--- src/rtl/add_arbiter.sv ---
// add_arbiter: two requesters share one BITS-wide signed adder.
// Round-robin grant, one registered response port carrying sum,
// signed-overflow flag and requester ID.
// Optional build macro ADD_ARBITER_SAT_EN: on overflow the sum saturates
// to the most positive / most negative value instead of wrapping.
//
// Handshake: a transfer happens on a rising edge where valid and ready are
// both high. Requesters hold valid and operands until accepted. The
// response holds o_rsp_valid and its payload until i_rsp_ready is seen.
module add_arbiter #(
  parameter int BITS = 4
) (
  input  logic            i_clk,
  input  logic            i_rst,
  input  logic            i_req0_valid,
  input  logic [BITS-1:0] i_req0_a,
  input  logic [BITS-1:0] i_req0_b,
  output logic            o_req0_ready,
  input  logic            i_req1_valid,
  input  logic [BITS-1:0] i_req1_a,
  input  logic [BITS-1:0] i_req1_b,
  output logic            o_req1_ready,
  output logic            o_rsp_valid,
  output logic            o_rsp_id,
  output logic [BITS-1:0] o_rsp_sum,
  output logic            o_rsp_ovf,
  input  logic            i_rsp_ready,
  output logic            o_busy,
  output logic [1:0]      o_dbg_state
);

  typedef enum logic [1:0] {
    IDLE = 2'd0,
    CALC = 2'd1,
    RESP = 2'd2
  } state_e;

  state_e          state_q, state_d;
  logic            last_grant_q, last_grant_d;
  logic [BITS-1:0] a_q, a_d;
  logic [BITS-1:0] b_q, b_d;
  logic            id_q, id_d;
  logic [BITS-1:0] rsp_sum_q, rsp_sum_d;
  logic            rsp_ovf_q, rsp_ovf_d;
  logic            rsp_id_q, rsp_id_d;

  logic            grant0;
  logic            grant1;
  logic [BITS-1:0] sum_raw;
  logic            sum_ovf;
  logic [BITS-1:0] sum_res;

  // Round-robin grant: a lone valid wins; on a tie the requester that was
  // not served last wins. A low valid never receives a grant.
  always_comb begin
    grant0 = i_req0_valid & (~i_req1_valid | last_grant_q);
    grant1 = i_req1_valid & (~i_req0_valid | ~last_grant_q);
  end

  // Shared adder with signed overflow detection and optional saturation.
  always_comb begin
    sum_raw = a_q + b_q;
    sum_ovf = (a_q[BITS-1] == b_q[BITS-1]) & (sum_raw[BITS-1] != a_q[BITS-1]);
    sum_res = sum_raw;
`ifdef ADD_ARBITER_SAT_EN
    if (sum_ovf) begin
      sum_res = a_q[BITS-1] ? {1'b1, {(BITS-1){1'b0}}} : {1'b0, {(BITS-1){1'b1}}};
    end
`else
    sum_res = sum_raw;
`endif
  end

  // Next-state and datapath capture for the IDLE -> CALC -> RESP sequence.
  always_comb begin
    state_d      = state_q;
    last_grant_d = last_grant_q;
    a_d          = a_q;
    b_d          = b_q;
    id_d         = id_q;
    rsp_sum_d    = rsp_sum_q;
    rsp_ovf_d    = rsp_ovf_q;
    rsp_id_d     = rsp_id_q;
    case (state_q)
      IDLE: begin
        if (grant0 | grant1) begin
          a_d          = grant1 ? i_req1_a : i_req0_a;
          b_d          = grant1 ? i_req1_b : i_req0_b;
          id_d         = grant1;
          last_grant_d = grant1;
          state_d      = CALC;
        end
      end
      CALC: begin
        rsp_sum_d = sum_res;
        rsp_ovf_d = sum_ovf;
        rsp_id_d  = id_q;
        state_d   = RESP;
      end
      RESP: begin
        if (i_rsp_ready) begin
          state_d = IDLE;
        end
      end
      default: begin
        state_d = IDLE;
      end
    endcase
  end

  // State and payload registers; reset discards any operation in flight.
  always_ff @(posedge i_clk) begin
    if (i_rst) begin
      state_q      <= IDLE;
      last_grant_q <= 1'b1;
      a_q          <= '0;
      b_q          <= '0;
      id_q         <= 1'b0;
      rsp_sum_q    <= '0;
      rsp_ovf_q    <= 1'b0;
      rsp_id_q     <= 1'b0;
    end else begin
      state_q      <= state_d;
      last_grant_q <= last_grant_d;
      a_q          <= a_d;
      b_q          <= b_d;
      id_q         <= id_d;
      rsp_sum_q    <= rsp_sum_d;
      rsp_ovf_q    <= rsp_ovf_d;
      rsp_id_q     <= rsp_id_d;
    end
  end

  // Outputs; readies and response valid are masked while reset is high.
  always_comb begin
    o_req0_ready = (state_q == IDLE) & grant0 & ~i_rst;
    o_req1_ready = (state_q == IDLE) & grant1 & ~i_rst;
    o_rsp_valid  = (state_q == RESP) & ~i_rst;
    o_rsp_id     = rsp_id_q;
    o_rsp_sum    = rsp_sum_q;
    o_rsp_ovf    = rsp_ovf_q;
    o_busy       = (state_q != IDLE);
    o_dbg_state  = state_q;
  end

endmodule
--- config.mk ---
export PLATFORM = sky130hd
export DESIGN_NAME = add_arbiter
export DESIGN_NICKNAME = d
export VERILOG_FILES = /design/src/rtl/add_arbiter.sv
export SDC_FILE = /design/constraint.sdc
export NUM_CORES = 1
export LEC_CHECK = 0
export CAP_MARGIN = 20
export CORE_MARGIN = 2
export CORE_UTILIZATION = 35
export CTS_BUF_LIST = sky130_fd_sc_hd__clkbuf_16
export CTS_CLUSTER_SIZE = 16
export DETAILED_ROUTE_END_ITERATION = 8
export PLACE_DENSITY = 0.6
export SETUP_SLACK_MARGIN = 0.15
export SYNTH_ARGS = -nofsm -noshare
export SYNTH_HDL_FRONTEND = slang
export SYNTH_SLANG_ARGS = --single-unit
--- constraint.sdc ---
create_clock -name i_clk -period 1.46 [get_ports i_clk]
set_input_delay 0.438 -clock i_clk [delete_from_list [all_inputs] [get_ports i_clk]]
set_output_delay 0.438 -clock i_clk [all_outputs]
set_load 0.05 [all_outputs]
=== Word-level counts from Yosys, hierarchy flattened ===
Cells that the tools add are included.

* Flip-flop bits (word level): 18
* Input bits: 21
* Output and inout bits: 12
* Logic and storage cells: 39

* Add/sub/neg operators: 1
* Eq/ne operators: 6
* Mux-type cells: 5
* Bitwise operators: 15
* Reduce and logical (&&, ||, !) cells: 4

{| class="wikitable"
|+ Operators with widths
! operator !! count
|-
| 1-bit AND || 8
|-
| 4-bit two-way mux || 2
|-
| 2-bit case mux with 3 select lines || 1
|-
| 4-bit adder || 1
|-
| 2-bit two-way mux || 2
|-
| 2-bit != test, second input constant || 2
|-
| 1-bit NOT || 4
|-
| 2-bit AND reduction || 2
|-
| 1-bit bitwise OR || 3
|-
| 2-bit by 1-bit == test with 1-bit output, second input constant || 1
|-
| 2-bit == test, second input constant || 1
|-
| 2-bit logical NOT || 1
|-
| 2-bit nonzero test || 1
|-
| 1-bit == test || 1
|-
| 1-bit != test || 1
|}

=== Depth between registers and ports, before layout ===
Gate-level depths: netlist (run 1).

* Depth in word-level cells: 6
* Gate-level depth with buffers: 6
* Depth with buffers taken out: 6

=== Worst setup path before layout (run 1) ===
No wires, ideal clock.

* Kind: register to output
* Start point: register state_q[0] (netlist: o_dbg_state[0])
* End point: output o_req0_ready
* Data arrival time: 2.582 ns
* Data required time: 1.022 ns
* Setup slack: -1.560 ns
* Stages on the path, launching flop included: 4
* Path buffers: 0
* Path through: dfxtp_1 > nor2_2 > inv_2 > nor4b_1

* Longest elaborated chain between the ends: 3

{| class="wikitable"
|+ Ends and longest elaborated chain
! element !! line !! RTL
|-
| start, declared || 38 || <nowiki>state_e state_q, state_d;</nowiki>
|-
| start signal, assigned || 123 || <nowiki>state_q <= state_d;</nowiki>
|-
| 2-bit logical NOT || 136 || <nowiki>o_req0_ready = (state_q == IDLE) & grant0 & ~i_rst;</nowiki>
|-
| 1-bit AND (2 in a row) || 136 ||
|-
| end, declared || 18 || <nowiki>output logic o_req0_ready,</nowiki>
|}

No other way between the ends.

=== Worst setup path after layout (run 1) ===
* Start point: register state_q[1] (netlist: o_dbg_state[1])
* End point: output o_req0_ready

The elaborated chain is that of the path after synthesis.

==> results of run 1 <==
[through the flow]
step           total power (W)  setup TNS [ps]
2_1_floorplan         0.000954            -614
3_3_place_gp           0.00119           -4750
3_5_place_dp           0.00120           -5480
4_1_cts                0.00188            -754
5_1_grt                0.00206            -971
6_report               0.00197            -732
[metal layers]
| metal | up-vias | wire (um) | track usage |
|---|---|---|---|
| met5 | - | 0 | 0 |
| met4 | 0 | 40 | 0.0714 |
| met3 | 5 | 124 | 0.0530 |
| met2 | 25 | 1530 | 0.353 |
| met1 | 445 | 1050 | 0.202 |
| li1 | 468 | - | - |
[logic make-up after synthesis]
kind of cell	share of synthesized area
and+or+nand+nor	0.152
AOI/OAI and AO/OA	0.258
DFF	0.375
adders and majority gates	0.0599
xor gates and xnor gates	0.0182
muxes	0.0833
buffers and inverters	0.0534
[Yosys cell counts]
library cell  count
xor2_1            1
nor2_4            1
a21oi_1          13
a221o_1           1
inv_2             1
buf_2             2
o21ai_1           1
a211oi_2          8
nor2b_1           2
or2_1             1
nand4_1           1
a211o_1           1
or3b_1            1
a211oi_1          1
buf_6             1
a311oi_1          1
nand2b_1          1
xnor2_1           1
nor2_2            1
nand2_1           8
a21oi_2           1
inv_1             3
dfxtp_1          18
nor3_1            1
a311oi_2          1
ha_1              3
a21boi_2          1
nor3b_1           2
clkbuf_1          2
nor2_1            4
mux2i_1           8
a21o_1            1
nand3_2           1
nand3_1           1
nor4b_1           1
buf_4             1
fa_1              1
[worst reg2reg max path, delay by kind of cell, from the launching register on]
kind	cells	cell delay, ps
simple gates	2	220
flops	1	360
compound gates	1	180
buf+inv	5	530
[worst max path at each step]
stage,startpoint,endpoint,slack (ps),cells after the start
2_1_floorplan,o_dbg_state[1],o_req0_ready,-330,3
3_3_place_gp,i_req1_valid,o_req1_ready,-480,4
3_5_place_dp,i_req1_valid,o_req1_ready,-520,4
4_1_cts,o_dbg_state[0],o_req0_ready,-260,4
5_1_grt,o_dbg_state[1],o_req0_ready,-290,4
6_report,o_dbg_state[1],o_req0_ready,-230,4
[state kept, by name (all words and copies together) (netlist names)]
signal,flops
a_q,4
b_q,4
o_rsp_sum,4
o_dbg_state,2
id_q,1
last_grant_q,1
o_rsp_id,1
o_rsp_ovf,1
[power groups by stage]
stage                     sequential (W)  combinational [W]  clock, W
after floorplan                 0.000658           0.000295         0
after global placement          0.000601           0.000586         0
after detailed placement        0.000602           0.000599         0
after CTS                       0.000608           0.000697  0.000576
after global routing            0.000618           0.000856  0.000591
final                           0.000612           0.000799  0.000554
[timing repair]
action / in CTS / in global routing
endpoints found under the setup margin: 19 / 22
pin swaps: 12 / 14
gates cloned: 1 / 1
buffers inserted: 7 / 5
endpoints found under the hold margin: 0 / 0
resized for setup: 43 / 22
[cell type report]
class	instances	area (um^2)
tap	30	37.5
inverter	4	20.0
timing repair buffer	58	687
clock buffer	3	75.1
fill	170	613
sequential	18	375
clock inverter	1	3.75
multi-input combinational	70	733
==> results.ini, run 1 <==
[finish]
final_nets=180
drive_gt1_frac=0.591
diodes=0
area_growth_syn_to_layout_pct=101
layout.cells.non_filler=184
final_cell_mix=clkdlybuf4s50_1 (17), buf_4 (14), buf_12 (12), dfxtp_1 (10)
final_common_cell=clkdlybuf4s50_1
stdcell_area_um2=1930
final_util=0.759

[timing]
maxSlewHeadroom=0.831
hold-worst-slack_ps=473
fmax_mhz=593
period_minus_slack_ps=1690
rsz0062_at_grt=yes
skew_ps=0.877
post-route-period-util=1.16
drv_slew=0
hold_viol=0
finalSetupViolCount=6
worst_slew_pin_slew_ps=253
setup_slack_ps=-227

[placement]
pre_cts_ws_ps=-519
port_buffers=32
hpwl_um=1800
place.gp.congestion=0.738
place_area_um2=1540
dp.cells=166

[clock_tree]
holdBufCountCts=0
clockRootBuffer=clkbuf_16
worstSkewPairLatency_ps=250
numCtsBuffers=3
cts_buffer_depth=2
clkTransAtPathRegs_ps=50
cts_tree=built
htree_num_levels=1
cts.sinks=18

[pwr]
max-vdd-ir-drop_mv=0.939
power_frac_seq=0.312
internal_power_w=0.00134
comb_power_share=0.407
p_leak_nw=0.776
swShare=0.316
p_per_area_nw_per_um2=1020
switchingPower_w=0.000621
clkPwrFrac=0.282

[setup_path]
cp_max_fo=3
r2r-end=o_rsp_ovf
critPathMaxStageDelay_ps=350
slowest_stage=dfxtp_4
cp_top_family=simple AND/OR/NAND/NOR gates
r2r_slack_ps=90
worstPathArrival_ps=1250
crit_path_start_kind=register
crit_buf_inv=2
path_class=reg -> out
r2r_cells=8
worstPathRequired_ps=1020
crit_chain=nor2_4, inv_6, nor4b_4, buf_12
r2r-start=o_dbg_state[0]
critPathCaptureType=output port

[global_routing]
grt-ovfl-total=0
grt_usage=0.190
grt_max_degree=12
grt_pass1_vias=965
grt_pass1_wl_um=4520
antenna_found_initial=0

[floorplanning]
die_w_um=56.4
core_area_um2=2540
ios=33
num_rows=18
die_h_um=56.4
die-area_um2=3180
initial_core_util=0.378

[outcome]
violations=negative setup slack
outcome=finished, violations left

[min_path]
worstHoldPathType=reg -> reg
hold_depth=2
timing.hold.worst_endpoint=o_rsp_id
hp-start=id_q

[synthesis]
avgSynthCellArea_um2=9.81
synth_seq_area_share=0.375
synthCells=98
synth_area_leader_cell=dfxtp_1
syn-num-nets=123
synth.yosys.warnings=0
synth_area_um2=961
synth_top_area_share=0.375
yosys-top-cells-area=dfxtp_1 (38%), a211oi_2 (10%), mux2i_1 (8.3%), a21oi_1 (6.8%), ha_1 (3.9%)
ys_seq_elements=18
synth_cell_types=37

[route]
vias_per_cell=5.13
dr.pass1.iters=4
totalWireLength_um=2750
ant_nets=0
vias=943
drc_errors=0
post_drt_wl_per_cell_um=14.9
drtIter0Drc=7

[flow_run]
max_cap_viol_count=0

Note: power is estimated with default switching activity, not from simulation.
==> run 2, diff against run 1 <==
- SETUP_SLACK_MARGIN: 0.15 -> unset
==> run 2 against run 1 <==
The flow still finishes with violations (negative setup slack). Combinational power fell by 21%. Via count decreased by 5.6%. Largest power group unchanged. Critical path type unchanged. Utilization down 9.7 points.
==> results.ini, run 2 (same netlist as run 1, synthesis figures left out) <==
[clock_tree]
clockRootBuffer=clkbuf_16
worstSkewPairLatency_ps=250
clkTransAtPathRegs_ps=50
cts_buffer_depth=2
htree_num_levels=1
cts.sinks=18
numCtsBuffers=3
cts_tree=built
holdBufCountCts=0

[floorplanning]
core_area_um2=2540
ios=33
die-area_um2=3180
initial_core_util=0.378
die_w_um=56.4
num_rows=18
die_h_um=56.4

[global_routing]
antenna_found_initial=0
grt-ovfl-total=0
grt_max_degree=12
grt_pass1_wl_um=4150
grt_pass1_vias=917
grt_usage=0.172

[pwr]
power_frac_seq=0.336
internal_power_w=0.00123
p_per_area_nw_per_um2=1060
switchingPower_w=0.000553
clkPwrFrac=0.309
p_leak_nw=0.649
max-vdd-ir-drop_mv=0.870
comb_power_share=0.355
swShare=0.310
p_total_w=0.00179

[timing]
post-route-period-util=1.15
maxSlewHeadroom=0.797
fmax_mhz=596
worst_slew_pin_slew_ps=305
finalSetupViolCount=4
skew_ps=1.34
fin_tns_setup_ps=-537
drv_slew=0
period_minus_slack_ps=1680
rsz0062_at_grt=yes
setup_slack_ps=-218
hold_viol=0

[route]
vias_per_cell=5.11
drc_errors=0
vias=890
dr.pass1.iters=4
post_drt_wl_per_cell_um=13.7
ant_nets=0
drtIter0Drc=6
totalWireLength_um=2380

[setup_path]
critPathCaptureType=output port
cp_max_fo=3
worstPathRequired_ps=1020
crit_chain=nor2_4, inv_6, nor4b_4, buf_12
slowest_stage=dfxtp_4
crit_path_start_kind=register
path_class=reg -> out
critPathMaxStageDelay_ps=350
worstPathArrival_ps=1240

[finish]
final_common_cell=clkdlybuf4s50_1
diodes=0
multi_input_area_um2=629
seqCellArea_um2=372
drive_gt1_frac=0.417
final_nets=170
num-fill-cells=215
final_cell_mix=clkdlybuf4s50_1 (17), a21oi_1 (13), dfxtp_1 (13), buf_4 (13), buf_12 (11)
area_growth_syn_to_layout_pct=75.4

[placement]
port_buffers=32
place.gp.congestion=0.738
pre_cts_ws_ps=-519
hpwl_um=1800

[flow_run]
max_cap_viol_count=0

[outcome]
outcome=finished, violations left
violations=negative setup slack

[min_path]
worstHoldPathType=reg -> reg

## run 2: cell count changes in the layout (fill, tap and decap cells not counted), moves of 3 or more
cell	previous run	this run
a21oi_1	9	13
a21oi_2	4	0
buf_6	9	4
dfxtp_1	10	13
dfxtp_2	6	3
nand2_1	5	8
nand2_4	3	0
nor2_1	1	4
nor2_4	5	2
## run 2: area by class of cell
| cell class | count | area share |
|---|---|---|
| flip-flops and latches | 18 | 0.220 |
| well taps | 30 | 0.0223 |
| inverters | 4 | 0.0119 |
| multi-input cells | 70 | 0.373 |
| clock inverters | 1 | 0.00223 |
| repair buffers | 48 | 0.325 |
| clock buffers | 3 | 0.0445 |
## run 2: power groups by stage
| stage | Clock (W) | Sequential [W] | Combinational (W) |
|---|---|---|---|
| CTS | 0.000576 | 0.000597 | 0.000627 |
| finish | 0.000553 | 0.000600 | 0.000634 |
| global route | 0.000589 | 0.000607 | 0.000686 |
| detailed placement | 0 | 0.000602 | 0.000599 |
| floorplan | 0 | 0.000658 | 0.000295 |
| global placement | 0 | 0.000601 | 0.000586 |
## run 2: per-stage QoR
stage                      util  instances  hold WS, ps  cell area (um^2)
final                     0.662        174          455              1690
after global routing      0.662        174          484              1690
after CTS                 0.654        174          460              1660
after detailed placement  0.603        166          451              1540
after global placement    0.603        166          449              1540
after floorplan               -         98          431              1040
## run 2: worst paths after layout
kind                                startpoint           end  slack [ps]  cells after the start
worst min-delay path                      id_q      o_rsp_id         450                      2
worst max register to register  o_dbg_state[1]        a_q[2]         110                      6
worst min register to register            id_q      o_rsp_id         450                      2
worst max-delay path            o_dbg_state[1]  o_req0_ready        -220                      4
## run 2: worst max-delay path, delay by kind of cell, from the launching register on
kind	cells	cell delay, ps
simple gates	2	410
flops	1	350
buf+inv	2	240
## run 2: what timing repair did
item / in CTS / in global routing
setup endpoints to repair: 11 / 7
pin swaps: 5 / 6
resized for setup: 21 / 7
cloned: 0 / 0
buffers inserted: 4 / 2
endpoints found under the hold margin: 0 / 0
## run 2: per-layer routing
layer  routed length [um]  global-route usage
met1                  914               0.172
met2                 1320               0.324
met3                  107              0.0530
met4                   40              0.0714
met5                    0                   0
==> run 3, diff against run 2 <==
- CORE_ASPECT_RATIO: unset -> 1.2
==> run 3 against run 2 <==
The flow still finishes with violations (negative setup slack). Cell count increased by 3.4%. Flip-flop and latch count unchanged. Sequential share of layout area decreased by 0.51 points. Register-to-register slack hardly changed. Routed wire length rose by 0.50%. Sequential power about the same. Clock-buffer cell count is the same. Total power is 1.1% higher. Clock skew grew 2.6 ps. Clock power hardly changed. Worst setup slack lost 45 ps. First-iteration DRC count increased by 83%. Critical endpoint unchanged. Largest cell class unchanged. Largest power group unchanged. Highest routed layer unchanged.
==> results.ini, run 3 (same netlist as run 1, synthesis figures left out) <==
[outcome]
outcome=finished, violations left
violations=negative setup slack

[global_routing]
antenna_found_initial=0
grt_pass1_vias=931
grt-ovfl-total=0
grt_max_degree=12
grt_pass1_wl_um=4150
grt_usage=0.174

[setup_path]
cp_max_fo=3
crit_path_start_kind=register
r2r-start=a_q[1]
critPathCaptureType=output port
worstPathArrival_ps=1280
worstPathRequired_ps=1020
r2r-end=o_rsp_ovf
path_class=reg -> out
r2r_cells=4
cp-startpoint=o_dbg_state[0]
r2r_slack_ps=120

[floorplanning]
ios=33
core_area_um2=2580
num_rows=20
die-area_um2=3180
initial_core_util=0.373
die_w_um=51.8
die_h_um=61.4

[clock_tree]
cts_tree=built
worstSkewPairLatency_ps=250
htree_num_levels=1
cts_buffer_depth=2
numCtsBuffers=3
cts.sinks=18
holdBufCountCts=0
clockRootBuffer=clkbuf_16
clkTransAtPathRegs_ps=50

[finish]
final_cell_mix=clkdlybuf4s50_1 (17), buf_4 (14), dfxtp_1 (13), a21oi_1 (12), buf_12 (11)
final_util=0.669
diodes=0
final_nets=173
layout.cells.non_filler=180
area_growth_syn_to_layout_pct=79.6
drive_gt1_frac=0.435
final_common_cell=clkdlybuf4s50_1

[min_path]
hold_depth=2
worstHoldPathType=reg -> reg
hp-start=id_q
timing.hold.worst_endpoint=o_rsp_id

[pwr]
max-vdd-ir-drop_mv=0.647
p_per_area_nw_per_um2=1050
p_leak_nw=0.662

[route]
dr.pass1.iters=2
totalWireLength_um=2390
post_drt_wl_per_cell_um=13.3
drtIter0Drc=11
drc_errors=0
vias=910
vias_per_cell=5.06
ant_nets=0

[timing]
hold-worst-slack_ps=455
period_minus_slack_ps=1720
fin_tns_setup_ps=-717
finalSetupViolCount=5
skew_ps=3.90
maxSlewHeadroom=0.797
fmax_mhz=580
post-route-period-util=1.18
worst_slew_pin_slew_ps=304
setup_slack_ps=-263
rsz0062_at_grt=yes
hold_viol=0
drv_slew=0

[placement]
dp.cells=170
port_buffers=32
hpwl_um=1690
pre_cts_ws_ps=-511
place.gp.congestion=0.740

[flow_run]
max_cap_viol_count=0

run 3: repair_timing:
action | CTS | global route
pin swaps | 4 | 6
gates resized for setup | 21 | 9
setup buffers | 4 | 3
endpoints found under the setup margin | 11 | 8
run 3: layout make-up:
class	count	area [um^2]
well taps	33	41.3
fillers	207	852
clock buffers	3	75.1
repair buffers	51	578
multi-input cells	70	636
flip-flops and latches	18	372
inverters	4	20.0
clock inverters	1	3.75
run 3: critical path, cell delays in order, from the launching register on:
cell     delay (ps)
dfxtp_4         350
nor2_4          150
inv_6            50
nor4b_4         310
buf_12          180
run 3: how the worst max path moves through the flow:
stage	cells past startpoint	end	slack, ps
floorplan	3	o_req0_ready	-330
global placement	4	o_req1_ready	-480
detailed placement	4	o_req1_ready	-510
CTS	4	o_req0_ready	-260
global route	4	o_req0_ready	-290
finish	4	o_req0_ready	-260
run 3: per-layer routing:
| layer | global-route usage | vias to the layer above | routed length (um) |
|---|---|---|---|
| li1 | - | 454 | - |
| met1 | 0.207 | 427 | 1000 |
| met2 | 0.309 | 25 | 1260 |
| met3 | 0.0267 | 4 | 106 |
| met4 | 0.0789 | 0 | 27 |
| met5 | 0 | - | 0 |
run 3: report_power, final:
group	internal [W]	switching, W	total, W	leakage (nW)
Combinational	0.000335	0.000315	0.000651	0.474
Sequential	0.000547	0.0000548	0.000602	0.150
Clock	0.000364	0.000189	0.000553	0.0385
Total	0.00125	0.000559	0.00181	0.662
run 3: through the flow:
stage | power [W] | instance area, um^2
global placement | 0.00119 | 1550
global route | 0.00190 | 1730
CTS | 0.00179 | 1670
finish | 0.00181 | 1730
detailed placement | 0.00120 | 1550
floorplan | 0.000954 | 1040
